File: config.mk
export PLATFORM = sky130hd
export DESIGN_NAME = fetch_unit
export DESIGN_NICKNAME = d
export VERILOG_FILES = /design/src/rtl/fetch_unit.sv
export SDC_FILE = /design/constraint.sdc
export NUM_CORES = 1
export LEC_CHECK = 0
export ABC_CLOCK_PERIOD_IN_PS = 3610
export BUFFER_PORTS_ARGS = -buffer_cell sky130_fd_sc_hd__buf_4
export CAP_MARGIN = 20
export CELL_PAD_IN_SITES_DETAIL_PLACEMENT = 1
export CELL_PAD_IN_SITES_GLOBAL_PLACEMENT = 2
export CORE_ASPECT_RATIO = 0.6
export CORE_MARGIN = 3
export CORE_UTILIZATION = 34
export CTS_BUF_LIST = sky130_fd_sc_hd__clkbuf_4 sky130_fd_sc_hd__clkbuf_8
export DETAILED_ROUTE_END_ITERATION = 12
export PLACE_DENSITY_LB_ADDON = 0.1
export SLEW_MARGIN = 10
export SYNTH_ARGS = -nofsm -noshare
export SYNTH_HDL_FRONTEND = slang
export SYNTH_SLANG_ARGS = --single-unit
export TNS_END_PERCENT = 1
File: constraint.sdc
create_clock -name if_clk -period 3.61 [get_ports if_clk]
set_input_delay 0 -clock if_clk [delete_from_list [all_inputs] [get_ports if_clk]]
set_output_delay 0 -clock if_clk [all_outputs]
set_load 0.005 [all_outputs]
File: src/rtl/fetch_unit.sv
// -----------------------------------------------------------------------------
// fetch_unit
//   Requester side of the instruction-memory port. Holds the PC and issues one
//   word fetch per cycle. The memory answers one cycle after each request.
//   Returned words are queued with their PCs and handed to decode over a
//   valid/ready handshake. A flush redirects fetch to a branch or jump target.
//
// Ports
//   if_clk        in   clock, rising edge
//   if_rst        in   asynchronous active-low reset
//   if_i_flush    in   redirect request (1-cycle pulse)
//   if_i_target   in   redirect byte address; the low 2 bits are dropped
//   if_o_im_ce    out  fetch request to instruction memory
//   if_o_im_addr  out  fetch byte address (word aligned)
//   if_i_im_ce    in   memory response valid, one cycle after the request
//   if_i_im_instr in   memory response data
//   if_o_valid    out  head instruction available to decode
//   if_o_instr    out  head instruction, 0 when the queue is empty
//   if_o_pc       out  head PC, 0 when the queue is empty
//   if_i_ready    in   decode accepts the head this cycle
// -----------------------------------------------------------------------------
module fetch_unit #(
   parameter int unsigned         PC_WIDTH  = 32,
   parameter int unsigned         IWIDTH    = 32,
   parameter logic [PC_WIDTH-1:0] RESET_PC  = '0,
   parameter int unsigned         BUF_DEPTH = 2
) (
   input  logic                if_clk,
   input  logic                if_rst,
   input  logic                if_i_flush,
   input  logic [PC_WIDTH-1:0] if_i_target,
   output logic                if_o_im_ce,
   output logic [PC_WIDTH-1:0] if_o_im_addr,
   input  logic                if_i_im_ce,
   input  logic [IWIDTH-1:0]   if_i_im_instr,
   output logic                if_o_valid,
   output logic [IWIDTH-1:0]   if_o_instr,
   output logic [PC_WIDTH-1:0] if_o_pc,
   input  logic                if_i_ready
);

   localparam int unsigned PTR_W = (BUF_DEPTH > 1) ? $clog2(BUF_DEPTH) : 1;
   localparam int unsigned CNT_W = $clog2(BUF_DEPTH + 1);
   localparam logic [CNT_W:0] DEPTH_C = (CNT_W+1)'(BUF_DEPTH);

   logic [PC_WIDTH-1:0] pc_q, pc_d;
   logic [PC_WIDTH-1:0] req_pc_q, req_pc_d;   // PC of the request in flight
   logic                inflight_q, inflight_d;
   logic [PTR_W-1:0]    rd_ptr_q, rd_ptr_d;
   logic [PTR_W-1:0]    wr_ptr_q, wr_ptr_d;
   logic [CNT_W-1:0]    count_q, count_d;

   logic [PC_WIDTH-1:0] buf_pc    [BUF_DEPTH];
   logic [IWIDTH-1:0]   buf_instr [BUF_DEPTH];

   logic                not_empty;
   logic                pop;
   logic                push;
   logic                issue;
   logic [CNT_W:0]      occupancy;            // entries committed after this cycle
   logic                target_lo_unused;

   function automatic logic [PTR_W-1:0] ptr_inc(input logic [PTR_W-1:0] p);
      return (p == PTR_W'(BUF_DEPTH - 1)) ? '0 : p + PTR_W'(1);
   endfunction

   assign target_lo_unused = ^if_i_target[1:0];

   assign not_empty  = (count_q != '0);
   assign if_o_valid = not_empty & ~if_i_flush;
   assign pop        = if_o_valid & if_i_ready;

   // A response only counts when a request is outstanding; a flush drops it.
   assign push = if_i_im_ce & inflight_q & ~if_i_flush;

   // Reserve a queue slot for every outstanding request so the response can
   // always be absorbed, even while decode is stalled.
   assign occupancy = {1'b0, count_q} + (CNT_W+1)'(inflight_q) - (CNT_W+1)'(pop);
   assign issue     = if_rst & ~if_i_flush & (occupancy < DEPTH_C);

   assign if_o_im_ce   = issue;
   assign if_o_im_addr = pc_q;
   assign if_o_instr   = not_empty ? buf_instr[rd_ptr_q] : '0;
   assign if_o_pc      = not_empty ? buf_pc[rd_ptr_q]    : '0;

   always_comb begin
      pc_d       = pc_q;
      req_pc_d   = req_pc_q;
      inflight_d = inflight_q;
      rd_ptr_d   = rd_ptr_q;
      wr_ptr_d   = wr_ptr_q;
      count_d    = count_q;
      if (if_i_flush) begin
         pc_d       = {if_i_target[PC_WIDTH-1:2], 2'b00};
         inflight_d = 1'b0;
         rd_ptr_d   = '0;
         wr_ptr_d   = '0;
         count_d    = '0;
      end else begin
         if (issue) begin
            pc_d     = pc_q + PC_WIDTH'(4);    // wraps modulo 2^PC_WIDTH
            req_pc_d = pc_q;
         end
         inflight_d = issue | (inflight_q & ~if_i_im_ce);
         if (push) wr_ptr_d = ptr_inc(wr_ptr_q);
         if (pop)  rd_ptr_d = ptr_inc(rd_ptr_q);
         count_d = count_q + CNT_W'(push) - CNT_W'(pop);
      end
   end

   always_ff @(posedge if_clk or negedge if_rst) begin
      if (!if_rst) begin
         pc_q       <= RESET_PC;
         req_pc_q   <= '0;
         inflight_q <= 1'b0;
         rd_ptr_q   <= '0;
         wr_ptr_q   <= '0;
         count_q    <= '0;
      end else begin
         pc_q       <= pc_d;
         req_pc_q   <= req_pc_d;
         inflight_q <= inflight_d;
         rd_ptr_q   <= rd_ptr_d;
         wr_ptr_q   <= wr_ptr_d;
         count_q    <= count_d;
      end
   end

   // Queue storage carries no reset; count_q alone marks entries as valid.
   always_ff @(posedge if_clk) begin
      if (push) begin
         buf_pc[wr_ptr_q]    <= req_pc_q;
         buf_instr[wr_ptr_q] <= if_i_im_instr;
      end
   end

   // Responses must line up exactly with outstanding requests.
   a_im_protocol: assert property (@(posedge if_clk) disable iff (!if_rst)
                                   (if_i_im_ce == inflight_q));

endmodule
; ---- Word level (Yosys, flattened, before mapping)
; Memories as Yosys holds them, arrays and structs flattened.
; Cells that the tools add are included.
[op_classes]
n_div = 0
shift = 0
n_lt_le_gt_ge = 1
n_mul = 0
n_eq_ne = 0
addsub = 7
mux = 14
n_bitwise = 10
reduce_logical = 5
[ops]
columns = cell, n
row1 = two-way mux 32 bit, 4
row2 = "adder 32 x 3 -> 32 bit, second input constant", 1
row3 = two-way mux 1 bit, 9
row4 = nonzero test 2 bit, 4
row5 = AND 1 bit, 7
row6 = adder 2 x 1 -> 3 bit, 1
row7 = "less-than comparator 3 x 2 -> 1 bit, second input constant", 1
row8 = subtractor 3 x 1 -> 3 bit, 1
row9 = "adder 1 bit, second input constant", 2
row10 = adder 2 x 1 -> 2 bit, 1
row11 = two-way mux 2 bit, 1
row12 = NOT 1 bit, 2
row13 = AND reduction 2 bit, 1
row14 = subtractor 2 x 1 -> 2 bit, 1
row15 = bitwise OR 1 bit, 1
[totals]
word_cells = 45
mem_bits_ro = 0
latch_bits = 0
mem_bits_rw = 128
memories = 2
register_bits = 69
inputBits = 69
[memory_table]
columns = name, depth, word_bits, read_ports, rd_clocked_by_memory_dff, write_ports, line_no
row1 = buf_instr, 2, 32, 1, 0, 1, 54  ; logic [IWIDTH-1:0] buf_instr [BUF_DEPTH];
row2 = buf_pc, 2, 32, 1, 0, 1, 53  ; logic [PC_WIDTH-1:0] buf_pc [BUF_DEPTH];

; ---- Depth between registers and ports, before layout
; Gate-level depths: netlist of the first run.
[logic_depth]
depth_word = 8
ltp_mapped = 13

; ---- Worst setup path before layout of the first run
; No wires, ideal clock.
[synth_path]
path_kind = flip-flop to flip-flop
startpoint = reg inflight_q
endpoint = mem buf_instr[0][0], enable pin
arrival_time_ns = 3.095
path_buffers = 0
path_stages_with_launch = 3
required_ns = 3.128
path_slack_ns = 0.033
setup_ns = 0.482
synth_period_minus_slack_ns = 3.577
cell_sequence = dfrtp_1 nand3_1 nor2_1
[synth_between]
elab_chain_cells = 4
[synth_rtl]
columns = element, line_no
row1 = "start, declared", 48  ; logic inflight_q, inflight_d;
row2 = "start signal, assigned", 122  ; inflight_q <= inflight_d;
row3 = AND 1 bit (2 in a row), 74  ; assign push = if_i_im_ce & inflight_q & ~if_i_flush;
row4 = two-way mux 1 bit, 131  ; if (push) begin
row5 = two-way mux 1 bit (implied by the code), 133  ; buf_instr[wr_ptr_q] <= if_i_im_instr;
row6 = "end, declared", 54
; No other way between the ends.

; ---- Worst setup path in the final report of the first run
[layout_path]
startpoint = reg count_q[0]
endpoint = out if_o_im_ce
[layout_between]
elab_chain_cells = 6
[layout_rtl]
columns = element, line_no
row1 = "start, declared", 51  ; logic [CNT_W-1:0] count_q, count_d;
row2 = "start signal, assigned", 125  ; count_q <= count_d;
row3 = nonzero test 2 bit, 69  ; assign not_empty = (count_q != '0);
row4 = AND 1 bit, 70  ; assign if_o_valid = not_empty & ~if_i_flush;
row5 = AND 1 bit, 71  ; assign pop = if_o_valid & if_i_ready;
row6 = subtractor 3 x 1 -> 3 bit *, 78  ; assign occupancy = {1'b0, count_q} + (CNT_W+1)'(inflight_q) - (CNT_W+1)'(pop);
row7 = less-than comparator 3 x 2 -> 1 bit *, 79  ; assign issue = if_rst & ~if_i_flush & (occupancy < DEPTH_C);
row8 = AND 1 bit *, 79
row9 = "end, declared", 32  ; output logic if_o_im_ce,
; Mark *: on every way between the ends. The rest lies on a longest branch, timed or not.

==> run_results.csv, run 1 <==
group,metric,value,unit
critical_path,critPathSlowestCell,"dfrtp_1",
synth,syn_inst,629,
critical_path,timing.rr.end,"if_o_im_addr[30]",
place,dpl.hpwl,14.4,mm
critical_path,reg2reg_from,"count_q[0]",
global_routing,grt_pass1_wl,35.3,mm
synth,avgSynthCellArea,12.6,um2
critical_path,startpoint,"count_q[0]",
floorplanning,rows,42,
clocking,cts-htree-levels,4,
sta,tightest_slew,0.845,ns
sta,setup_slack,0.337,ns
sta,layout_min_cycle_time,3.27,ns
clocking,clock_latency,0.46,ns
clocking,cts-buffers-inserted,17,
finish,final_net_count,926,
sta,hold_violations,0,
hold_path,hp-start,"if_i_flush",
critical_path,max_stage_delay,0.47,ns
synth,ys_types,46,
power,power_leakage,0.00426,uW
place,gp_congestion,0.771,
floorplanning,ios,167,
hold_path,hold_class,"primary input to register",
synth,ys_async_sr_fraction,0.344,
finish,area_growth_syn_to_layout,33.7,%
critical_path,path_cells,"o21ai_1, nor3_1, o21ai_0, fa_1, xor2_1, or3_1, clkinv_4, buf_4, buf_4",
sta,timing.final.crit_share,0.907,
critical_path,crit_path_max_fanout,40,
sta,finalMaxSlewViolations,0,
outcome,outcome,"completed",
finish,instances_no_fill,1174,
clocking,clk_pin_slew,0.10,ns
drt,wl_per_cell,18.8,um
critical_path,required,3.61,ns
clocking,cts-root-buf,"clkbuf_8",
finish,n_antenna_cell,0,
critical_path,worstSetupEndpoint,"if_o_im_ce",
drt,routed_via_density,4.92,
sta,setup_viol,0,
floorplanning,start_util,0.352,
power,powerDensity,481,nW/um2
synth,synth_edf_count,124,
sta,max_freq,0.306,GHz
sta,relSlewSlack,0.432,
synth,netlist_area,7930,um2
drt,totalWireLength,22.1,mm
global_routing,grt_antenna_before_repair,0,
floorplanning,die_h,124,um
clocking,clock_sink_count,189,
place,io_buffer_count,160,
global_routing,grt_pass1_vias,6377,
floorplanning,fp.dieArea,25200,um2
critical_path,cp.arrival,3.27,ns
critical_path,cpMostUsedCell,"buf_4",
global_routing,grtUsageTotal,0.179,
finish,final_util,0.471,
drt,drc,0,
critical_path,worstSetupStartpointType,"register",
drt,drt_iter0_markers,332,
floorplanning,core-area,22500,um2
critical_path,r2r_cells,10,
critical_path,crit_path_end_kind,"primary output",
clocking,cts_buffer_depth,2,
global_routing,grt_overflow,0,
place,dp_cells,1074,
drt,route.vias.total,5781,
synth,synthFlopType,"edfxtp_1",
synth,synth_seq_cells,189,
power,peakVddDrop,0.214,mV
sta,rsz0062_at_grt,"no",
flow_run,maxCapViolations,0,
floorplanning,die_w,203,um
global_routing,grt_max_degree,64,
drt,ant_nets,0,
drt,firstDrtPassIters,6,
sta,fin_skew,0.0109,ns
clocking,cts_tree,"built",
finish,drive_gt1_frac,0.249,
synth,yosysWarnings,0,
synth,yosysSeqAreaShare,0.675,
critical_path,r2r_slack,0.36,ns
sta,setup-tns-final,0,ns
place,pre_cts_slack,0.187,ns
critical_path,criticalPathCategory,"register to primary output",
layout make-up:
| class | count | area, um2 |
|---|---|---|
| clock buffers | 21 | 270 |
| clock inverters | 11 | 144 |
| fillers | 2423 | 11900 |
| inverters | 7 | 31.3 |
| multi-input cells | 400 | 2400 |
| flip-flops and latches | 189 | 5350 |
| well taps | 308 | 385 |
| repair buffers | 238 | 2010 |
registers in the layout, summed over array words and instances (netlist names):
register,cells
buf_instr,64
buf_pc,60
count_q,2
if_o_im_addr,30
inflight_q,1
rd_ptr_q,1
req_pc_q,30
wr_ptr_q,1
per-layer routing:
| layer | track usage | up-vias | part of all wire |
|---|---|---|---|
| met5 | 0 | - | 0 |
| met4 | 0.0505 | 0 | 0.013 |
| met3 | 0.0381 | 22 | 0.045 |
| met2 | 0.289 | 115 | 0.47 |
| met1 | 0.246 | 2953 | 0.47 |
| li1 | - | 2691 | - |
metrics by stage:
stage	cell area (um2)	power (uW)	hold slack, ns
floorplan	7940	3170	-0.296
global placement	9470	3590	-0.0344
detailed placement	9470	3630	-0.0350
CTS	10600	5170	0.110
global route	10600	5380	0.137
finish	10600	5100	0.150
critical path: cells and delay by family (launching register included):
family          cells  cell delay (ns)
compound gates      2             0.33
xor+xnor            1             0.21
fa+ha+maj           1             0.41
buf+inv             3             0.68
flops               1             0.47
simple gates        2             0.70
cells by family (layout without fill, tap and decap cells):
| group | after synthesis | count (layout) | synth area share |
|---|---|---|---|
| buffers and inverters | 43 | 277 | 0.0265 |
| AO/OA/AOI/OAI | 51 | 51 | 0.0494 |
| adder cells (fa/ha/maj) | 4 | 4 | 0.00726 |
| AND/OR/NAND/NOR | 269 | 269 | 0.151 |
| flip-flops | 189 | 189 | 0.675 |
| XOR/XNOR | 5 | 5 | 0.00553 |
| other | 1 | 4 | 0.000473 |
| multiplexers | 67 | 67 | 0.0846 |
synth_stat cells (all sizes together) (3+ instances only):
library cell  count  share of area
o21ai            12         0.0076
ha                3         0.0047
nand2b            5         0.0039
or3               5         0.0039
mux2i            67          0.085
and2              3         0.0024
dfrtp            65           0.21
o311ai            6         0.0066
buf              23          0.016
o211ai           12          0.011
nand3            22          0.014
xor2              3         0.0033
nor4              4         0.0058
nor2             86          0.041
a221o            11          0.014
clkbuf           13         0.0062
nand2           122          0.058
inv               6         0.0028
edfxtp          124           0.47
nand4            14          0.016
how the worst min path moves through the flow:
stage | endpoint | cells past startpoint
3_5_place_dp | if_o_im_addr[22] | 1
4_1_cts | wr_ptr_q | 3
5_1_grt | count_q[1] | 3
6_report | wr_ptr_q | 3
2_1_floorplan | count_q[0] | 0
3_3_place_gp | if_o_im_addr[22] | 1
power breakdown:
group | switching (uW) | internal, uW
Combinational | 431 | 416
Clock | 739 | 725
Sequential | 217 | 2570
Total | 1390 | 3710
cell usage in the layout, fill, tap and decap left out, types with 3 or more instances in the layout:
cell type / n
dlygate4sd3_1: 66
xor2_1: 3
or3_1: 5
clkinv_2: 3
clkbuf_4: 3
clkinv_4: 5
inv_1: 6
nand2_1: 122
nor2_4: 4
buf_4: 168
clkbuf_8: 18
dfrtp_1: 64
o21ai_0: 11
conb_1: 4
a221o_1: 11
buf_12: 3
ha_1: 3
nor2_1: 82
nand2b_1: 5
nand4_1: 11
nand3_1: 22
o311ai_0: 4
and2_1: 3
bufinv_16: 3
edfxtp_1: 124
mux2i_1: 67
o211ai_1: 12
what timing repair did:
item | 4_1_cts | 5_1_grt
setup endpoints to repair | 0 | 6
buffers inserted | 0 | 0
resized for setup | 0 | 2
hold buffers | 67 | 0
endpoints found under the hold margin | 148 | 0
Power figures use the tool's default switching activity.
==> run 2, diff against run 1 <==
--- a/config.mk
+++ b/config.mk
@@ -18,2 +18,3 @@
 export PLACE_DENSITY_LB_ADDON = 0.1
+export REMOVE_ABC_BUFFERS = 1
 export SLEW_MARGIN = 10
==> constraint.sdc (replaced) <==
create_clock -name if_clk -period 3.61 [get_ports if_clk]
set_input_delay 0.5415 -clock if_clk [delete_from_list [all_inputs] [get_ports if_clk]]
set_output_delay 0.5415 -clock if_clk [all_outputs]
set_load 0.005 [all_outputs]
==> run_results.csv, run 2 (synthesized netlist as in run 1, its figures left out) <==
group,metric,value,unit
clocking,cts-htree-levels,4,
drt,route.vias.total,5493,
clocking,cts_hold_buf,0,
sta,layout_min_cycle_time,3.43,ns
finish,final_common_cell,"buf_4",
drt,ant_nets,0,
global_routing,grtUsageTotal,0.177,
power,power.internal,3760,uW
global_routing,grt_pass1_wl,34.2,mm
critical_path,crit_path_end_kind,"primary output",
hold_path,hold_class,"primary input to register",
power,power,5170,uW
clocking,clock_sink_count,189,
floorplanning,die_w,203,um
sta,setup_slack,0.181,ns
sta,finalMaxSlewViolations,0,
global_routing,grt_max_degree,66,
floorplanning,fp.dieArea,25200,um2
drt,drt_iter0_markers,292,
clocking,cts-buffers-inserted,17,
flow_run,maxCapViolations,0,
finish,drive_gt1_frac,0.274,
power,powerDensity,518,nW/um2
sta,hold_violations,0,
floorplanning,rows,42,
finish,layout_common_cells,"buf_4 (171), edfxtp_1 (124), nand2_1 (122)",
sta,fin_skew,0.0164,ns
global_routing,grt_antenna_before_repair,0,
finish,largest_reg_flops,64,
place,pre_cts_slack,0.0347,ns
sta,tightest_slew,0.933,ns
sta,setup_viol,0,
finish,reg_top3,"buf_instr: 64 flops, buf_pc: 60 flops",
drt,firstDrtPassIters,5,
critical_path,cp.arrival,2.89,ns
finish,regMostFlops,"buf_instr",
clocking,cts_tree,"built",
clocking,cts_buffer_depth,2,
critical_path,worstSetupStartpointType,"register",
sta,max_freq,0.292,GHz
clocking,clk_pin_slew,0.10,ns
sta,timing.final.crit_share,0.950,
drt,totalWireLength,22.0,mm
power,seq_power_share,0.539,
power,power_leakage,0.00400,uW
clocking,cts-root-buf,"clkbuf_8",
place,gp_congestion,0.753,
finish,area_growth_syn_to_layout,25.9,%
place,io_buffer_count,160,
finish,n_antenna_cell,0,
power,pwr-share-clk,0.307,
sta,hold_slack,0.256,ns
global_routing,grt_pass1_vias,5877,
floorplanning,core-area,22500,um2
finish,final_net_count,862,
critical_path,criticalPathCategory,"register to primary output",
floorplanning,die_h,124,um
place,dp_cells,1076,
power,comb_power_share,0.154,
drt,wl_per_cell,19.8,um
global_routing,grt_overflow,0,
finish,instances_no_fill,1110,
clocking,clock_latency,0.47,ns
drt,drc,0,
place,dpl.hpwl,14.6,mm
critical_path,crit_path_max_fanout,18,
sta,relSlewSlack,0.373,
drt,routed_via_density,4.95,
floorplanning,ios,167,
power,switchingPower,1400,uW
power,switching_share,0.272,
critical_path,required,3.07,ns
floorplanning,start_util,0.352,
power,peakVddDrop,0.225,mV
outcome,outcome,"completed",
==> run 2: final cells by class <==
class,instances,area (um2)
Clock buffer,17,234
Timing Repair inverter,1,8.76
Clock inverter,15,219
Multi-Input combinational cell,400,2410
Inverter,7,38.8
Timing Repair Buffer,173,1320
Tap cell,308,385
Sequential cell,189,5350
Fill cell,2386,12500
==> run 2: final timing paths <==
| path | slack (ns) | to | from | cells after the start |
|---|---|---|---|---|
| worst max-delay path | 0.18 | if_o_im_ce | count_q[1] | 9 |
| worst min-delay path | 0.26 | buf_instr[0][27] | if_i_im_instr[27] | 1 |
| worst max register to register | 0.40 | if_o_im_addr[29] | count_q[1] | 11 |
| worst min register to register | 0.48 | buf_pc[1][19] | req_pc_q[19] | 0 |
| max in group asynchronous | 2.66 | rd_ptr_q | if_rst | 2 |
| min in group asynchronous | 0.28 | wr_ptr_q | if_rst | 2 |
==> run 2: power by group through the flow <==
stage	Sequential [uW]	Clock, uW	Combinational (uW)
after CTS	2790	1630	813
final	2790	1590	794
after global placement	2810	0	776
after detailed placement	2830	0	797
after global routing	2830	1730	890
after floorplan	2770	0	381
==> run 2: worst max-delay path, cell delays in order, from the launching register on <==
cell	delay, ns
dfrtp_1	0.49
o21ai_2	0.25
nor2_1	0.09
nor2b_1	0.10
o21ai_0	0.10
fa_1	0.40
xor2_1	0.22
or3_4	0.49
clkinv_8	0.15
buf_4	0.13
==> run 2: timing repair <==
action,in CTS,in global routing
endpoints found under the setup margin,1,1
resized for setup,5,0
pin swaps,0,1
gates cloned,1,0
buffers inserted,0,1
==> run 2: per-layer routing <==
layer / share of wire / vias to the layer above / GRT usage
met3: 0.044 / 18 / 0.0418
met1: 0.49 / 2783 / 0.258
met4: 0.014 / 0 / 0.0437
met5: 0 / - / 0
met2: 0.45 / 120 / 0.268
li1: - / 2572 / -
==> run 2: metrics by stage <==
step                      area (um2)  TNS [ns]   util
final                           9980         0  0.444
after detailed placement        9490         0  0.422
after global routing            9980  -0.00598  0.444
after CTS                       9970         0  0.443
after global placement          9490         0  0.422
after floorplan                 7760    -64.98      -
